<file path="src/rtl/mac_sequencer.sv">
// Sequencer for one signed MAC: clear, stream len weight/input pairs from two sync memories, latch and hand off result.
// Build option NEURON_RELU_EN: clamp negative results to zero when latching.
module mac_sequencer #(
  parameter int unsigned DATA_WIDTH = 8,
  parameter int unsigned ACC_WIDTH  = 32,
  parameter int unsigned ADDR_WIDTH = 8
) (
  input  logic                  clk,
  input  logic                  reset_n,
  input  logic                  start,
  input  logic [ADDR_WIDTH-1:0] len,
  input  logic [ADDR_WIDTH-1:0] w_base,
  input  logic [ADDR_WIDTH-1:0] x_base,
  output logic                  busy,
  output logic                  mem_rd_en,
  output logic [ADDR_WIDTH-1:0] w_addr,
  output logic [ADDR_WIDTH-1:0] x_addr,
  input  logic [DATA_WIDTH-1:0] w_rdata,
  input  logic [DATA_WIDTH-1:0] x_rdata,
  output logic                  mac_clear,
  output logic                  mac_enable,
  output logic [DATA_WIDTH-1:0] mac_weight,
  output logic [DATA_WIDTH-1:0] mac_input,
  input  logic [ACC_WIDTH-1:0]  mac_acc,
  output logic                  out_valid,
  input  logic                  out_ready,
  output logic [ACC_WIDTH-1:0]  out_data
);

  typedef enum logic [2:0] {
    S_IDLE,
    S_CLEAR,
    S_FETCH,
    S_DRAIN,
    S_LATCH,
    S_OUTPUT
  } state_t;

  localparam logic [ADDR_WIDTH-1:0] IDX_ONE = 1;

  state_t                r_state;
  state_t                w_state_next;
  logic [ADDR_WIDTH-1:0] r_len;
  logic [ADDR_WIDTH-1:0] r_w_base;
  logic [ADDR_WIDTH-1:0] r_x_base;
  logic [ADDR_WIDTH-1:0] r_idx;
  logic                  r_busy;
  logic                  r_mem_rd_en;
  logic [ADDR_WIDTH-1:0] r_w_addr;
  logic [ADDR_WIDTH-1:0] r_x_addr;
  logic                  r_mac_clear;
  logic                  r_mac_enable;
  logic                  r_out_valid;
  logic [ACC_WIDTH-1:0]  r_out_data;
  logic [ACC_WIDTH-1:0]  w_latch_val;

  always_ff @(posedge clk or negedge reset_n) begin
    if (!reset_n) r_state <= S_IDLE;
    else          r_state <= w_state_next;
  end

  // r_idx counts reads already issued, so FETCH ends once it reaches len.
  always_comb begin
    w_state_next = r_state;
    unique case (r_state)
      S_IDLE:   if (start) w_state_next = S_CLEAR;
      S_CLEAR:  w_state_next = (r_len != '0) ? S_FETCH : S_LATCH;
      S_FETCH:  if (r_idx == r_len) w_state_next = S_DRAIN;
      S_DRAIN:  w_state_next = S_LATCH;
      S_LATCH:  w_state_next = S_OUTPUT;
      S_OUTPUT: if (out_ready) w_state_next = S_IDLE;
      default:  w_state_next = S_IDLE;
    endcase
  end

`ifdef NEURON_RELU_EN
  assign w_latch_val = mac_acc[ACC_WIDTH-1] ? '0 : mac_acc;
`else
  assign w_latch_val = mac_acc;
`endif

  // Outputs are decoded from the next state so they are registered yet aligned with the state they belong to.
  always_ff @(posedge clk or negedge reset_n) begin
    if (!reset_n) begin
      r_len        <= '0;
      r_w_base     <= '0;
      r_x_base     <= '0;
      r_idx        <= '0;
      r_busy       <= 1'b0;
      r_mem_rd_en  <= 1'b0;
      r_w_addr     <= '0;
      r_x_addr     <= '0;
      r_mac_clear  <= 1'b0;
      r_mac_enable <= 1'b0;
      r_out_valid  <= 1'b0;
      r_out_data   <= '0;
    end else begin
      if (r_state == S_IDLE && start) begin
        r_len    <= len;
        r_w_base <= w_base;
        r_x_base <= x_base;
        r_idx    <= '0;
      end
      if (w_state_next == S_FETCH) begin
        r_w_addr <= r_w_base + r_idx;
        r_x_addr <= r_x_base + r_idx;
        r_idx    <= r_idx + IDX_ONE;
      end
      if (r_state == S_LATCH) r_out_data <= w_latch_val;
      r_busy       <= (w_state_next != S_IDLE);
      r_mem_rd_en  <= (w_state_next == S_FETCH);
      r_mac_clear  <= (w_state_next == S_CLEAR);
      r_mac_enable <= r_mem_rd_en;
      r_out_valid  <= (w_state_next == S_OUTPUT);
    end
  end

  assign busy       = r_busy;
  assign mem_rd_en  = r_mem_rd_en;
  assign w_addr     = r_w_addr;
  assign x_addr     = r_x_addr;
  assign mac_clear  = r_mac_clear;
  assign mac_enable = r_mac_enable;
  assign mac_weight = w_rdata;
  assign mac_input  = x_rdata;
  assign out_valid  = r_out_valid;
  assign out_data   = r_out_data;

endmodule

</file>
<file path="config.mk">
export PLATFORM = sky130hd
export DESIGN_NAME = mac_sequencer
export DESIGN_NICKNAME = d
export VERILOG_FILES = /design/src/rtl/mac_sequencer.sv
export SDC_FILE = /design/constraint.sdc
export NUM_CORES = 1
export LEC_CHECK = 0
export CAP_MARGIN = 40
export CORE_AREA = 10 10 77 145
export CTS_CLUSTER_SIZE = 12
export DETAILED_ROUTE_END_ITERATION = 16
export DIE_AREA = 0 0 87 155
export GPL_ROUTABILITY_DRIVEN = 0
export PLACE_DENSITY = 0.94
export RECOVER_POWER = 50
export SYNTH_ARGS = -nofsm -noshare
export SYNTH_HDL_FRONTEND = slang
export SYNTH_SLANG_ARGS = --single-unit
export TNS_END_PERCENT = 50
</file>
<file path="constraint.sdc">
create_clock -name clk -period 3.62 [get_ports clk]
set_input_delay 0.362 -clock clk [delete_from_list [all_inputs] [get_ports clk]]
set_output_delay 0.362 -clock clk [all_outputs]
set_load 0.1 [all_outputs]
</file>
==> impl.org <==
** Run status
- Result of the run :: finished with violations
- Failing checks :: max-capacitance violations, max-slew violations

** CTS
- Max Root-Sink Buffers :: 2
- The tree built by TritonCTS fans out to about 90 sinks.
- CTS tree :: done
- The tree is rooted in a sky130_fd_sc_hd__clkbuf_16.
- Once the clock tree was built, the resizer swapped 0 gates to a different size.
- Clk pin slew, worst setup/hold paths :: 0.06 ns
- Maximum level of the CTS H-tree :: 3
- Number of buffers added for setup after CTS :: 0
- Buffers inserted to repair hold after CTS numbered 0.
- Worst-skew pair later-pin latency :: 0.34 ns
- Number of buffers created by CTS :: 9

** Synth
- sky130_fd_sc_hd__dfrtp_1 is the most common cell in the netlist.
- Number of flops mapped to enable cells by yosys :: 0
- Synthesized netlist net count :: about 470
- Dividing the synthesized area by the synthesized cell count gives 11.1 sq um.
- Among all flip-flop cells after synthesis, the most frequent one is sky130_fd_sc_hd__dfrtp_1.
- Flip-flop and latch count after synthesis :: roughly 90
- Part of the Yosys area used for sequential elements :: 52.0%
- Post-Synthesis Cell Area :: ~4200 sq um
- Yosys printed 0 warnings.
- sky130_fd_sc_hd__dfrtp_1 takes more of the synthesized area than any other cell.
- In this run the biggest area consumer among cell types represents 52.0% of the synthesized area.
- Number of instances in the synthesized netlist :: 380
- Top cells by area, synth :: sky130_fd_sc_hd__dfrtp_1, sky130_fd_sc_hd__mux2_2, sky130_fd_sc_hd__nand2_1
- Post-synth ARST share :: 100%
- Cell types with the highest counts after synthesis :: sky130_fd_sc_hd__dfrtp_1, sky130_fd_sc_hd__nand2_1, sky130_fd_sc_hd__mux2_2, sky130_fd_sc_hd__o21ai_0, sky130_fd_sc_hd__buf_4
- Counting distinct cell types in the post-synthesis netlist gives 48.

** Timing
- For the final routed database, the setup TNS stands at 0 ns.
- The hold violation count in the final report is 0.
- Worst rel slew slack :: -45.6%
- Min Tclk post-route :: 2.59 ns
- Slew @ Worst Pin :: 2.18 ns
- Final period utilization :: 71.6%
- Setup violators final :: 0
- Highest attainable clock frequency :: between 300 and 400 MHz
- RSZ-0062 raised after global routing :: no
- Final Max Slew Viols :: 72
- Worst Skew :: 0.00333 ns

** Worst setup path
- At the worst endpoint, the arrival time is 2.81 ns.
- Maximum single-stage delay on the critical path :: around 1.3 ns
- Sort of element at the start of the critical path :: flip-flop
- The critical path goes through inv_1, nor3_1, clkbuf_1, mux2_2.
- The slowest stage of the critical path belongs to the cell sky130_fd_sc_hd__clkbuf_1.
- Critical path start-end classification :: reg -> reg
- Maximum fanout count along the critical path :: 32
- CP required :: approximately 3.8 ns
- STA classifies the critical path endpoint as a flip-flop.

** Route
- Post-detailed-route wirelength per cell :: approximately 20 microns
- The final layout contains routed wiring with a total length of 13000 microns.
- After the first detailed-routing iteration, the DRC count stood at 200.
- Dividing the detail-routed via count by the number of cells gives roughly 5.5.
- Detailed Routing Iterations Pass 1 :: 4
- # DRC :: 0
- Routed via count :: 3487
- Remaining antenna violation count after routing :: 0

** Floorplan
- Core Area :: about 8900 sq um
- Pin placement for this block handled 145 I/O pins.
- Die ar. :: 13500 sq um
- In this run the core area contains 49 standard-cell rows.
- DIE WIDTH :: 87 microns
- The initial utilization of the core area, before any placement, comes to 47.6%.
- The die is around 160 microns tall.

** GRT
- After global routing the overflow that remains totals 0.
- The first global-routing pass estimated between 20000 and 25000 microns of wire.
- Across every metal layer, demand over resource in global routing totals 19.9%.
- Largest net degree at the start of global routing :: 51
- Initial antenna violation count :: 0
- The via count of the first global-routing pass came to 3975.

** Placed design
- Quantity of I/O buffers inserted on ports :: 112
- DP Wirelength :: 10000 microns

** Final layout
- Net count, final :: 623
- The post-route netlist has 22.4% of its cells at a drive strength greater than 1.
- Number of filler cells placed in the layout :: 521
- From synthesis to final layout, the design area changed by 58.2%.
- The number of antenna diodes in the final layout is 0.

** Worst hold path
- The path class of the tightest hold or removal check is reg -> reg.

** Flow run
- The tool flagged a number of max-cap violations equal to 2.
## metal layers
metal	GRT usage [%]	vias to the layer above	part of all wire, %
li1	-	1585	-
met1	18.5	1720	32
met2	37.6	134	57
met3	4.55	48	6.2
met4	11.0	0	4.6
met5	0	-	0
## logic make-up (layout without fill, tap and decap cells)
kind of cell	count (synthesis)	in the layout	synth area share (%)
AO/OA/AOI/OAI	48	48	7.69
XOR/XNOR	17	17	3.52
adder cells (fa/ha/maj)	17	17	5.38
buffers and inverters	40	195	5.53
flip-flops	88	88	52.0
multiplexers	46	46	12.2
AND/OR/NAND/NOR	124	124	13.7
## critical path, delay by kind of cell (launching register included)
kind,cells,cell delay (ns)
flops,1,0.41
buf+inv,2,1.42
mux,1,0.47
simple gates,1,0.16
## cells in the final DEF, fill, tap and decap left out, types with 2 or more instances in the layout
cell	instances
sky130_fd_sc_hd__ha_1	15
sky130_fd_sc_hd__nand3_1	6
sky130_fd_sc_hd__mux2_2	39
sky130_fd_sc_hd__o211ai_1	2
sky130_fd_sc_hd__or3_1	3
sky130_fd_sc_hd__o31ai_1	3
sky130_fd_sc_hd__dfrtp_1	88
sky130_fd_sc_hd__a21oi_1	7
sky130_fd_sc_hd__buf_8	33
sky130_fd_sc_hd__nor2_1	5
sky130_fd_sc_hd__clkbuf_1	3
sky130_fd_sc_hd__nor2b_1	4
sky130_fd_sc_hd__nor3_1	9
sky130_fd_sc_hd__nand4_1	3
sky130_fd_sc_hd__nand2_1	77
sky130_fd_sc_hd__a21o_1	4
sky130_fd_sc_hd__and3_1	2
sky130_fd_sc_hd__mux2i_1	6
sky130_fd_sc_hd__o21ai_0	18
sky130_fd_sc_hd__inv_1	10
sky130_fd_sc_hd__xor2_1	11
sky130_fd_sc_hd__nand3b_1	2
sky130_fd_sc_hd__a31o_2	2
sky130_fd_sc_hd__clkbuf_8	2
sky130_fd_sc_hd__nand2b_1	3
sky130_fd_sc_hd__bufinv_16	2
sky130_fd_sc_hd__buf_16	21
sky130_fd_sc_hd__clkbuf_16	9
sky130_fd_sc_hd__a221oi_1	2
sky130_fd_sc_hd__clkdlybuf4s50_1	111
sky130_fd_sc_hd__fa_1	2
sky130_fd_sc_hd__xnor2_1	6
sky130_fd_sc_hd__o21a_1	5
sky130_fd_sc_hd__nor4_1	2
## stage by stage
stage | worst slack [ns] | area, sq um | utilization [%] | std cells | hold slack, ns
after floorplan | 1.68 | 4230 | - | 380 | 0.0664
after global placement | 1.38 | 5310 | 59.7 | 567 | 0.358
after detailed placement | 1.29 | 6380 | 71.8 | 621 | 0.359
after CTS | 1.28 | 6710 | 75.5 | 637 | 0.00585
after global routing | 0.863 | 6690 | 75.3 | 637 | 0.396
final | 1.03 | 6690 | 75.3 | 637 | 0.374
## sequential cells by signal, summed over array words and instances, names as in the netlist
signal	cells
busy	1
mac_clear	1
mac_enable	1
mem_rd_en	1
out_data	32
out_valid	1
r_idx	8
r_len	8
r_state	3
r_w_base	8
r_x_base	8
w_addr	8
x_addr	8
## path summary, 6_finish.rpt
kind,start,end,slack [ns],cells after the start
min reg2reg,mem_rd_en,mac_enable,0.37,0
min,mem_rd_en,mac_enable,0.37,0
max in group asynchronous,reset_n,r_w_base[0],1.71,1
max reg2reg,r_state[2],out_data[4],1.03,4
min in group asynchronous,reset_n,r_len[1],0.66,1
max,r_state[2],out_data[4],1.03,4
## final cells by class
class | instances | area (sq um) | area share, %
Clock buffer | 12 | 256 | 3.83
Clock inverter | 4 | 76.3 | 1.14
Inverter | 11 | 41.3 | 0.617
Multi-Input combinational cell | 252 | 1790 | 26.7
Sequential cell | 88 | 2200 | 32.9
Tap cell | 102 | 128 | 1.91
Timing Repair Buffer | 168 | 2200 | 32.9
Power is not shown: default switching activity piles up to over one toggle a cycle in this logic, so the estimate is an artifact.
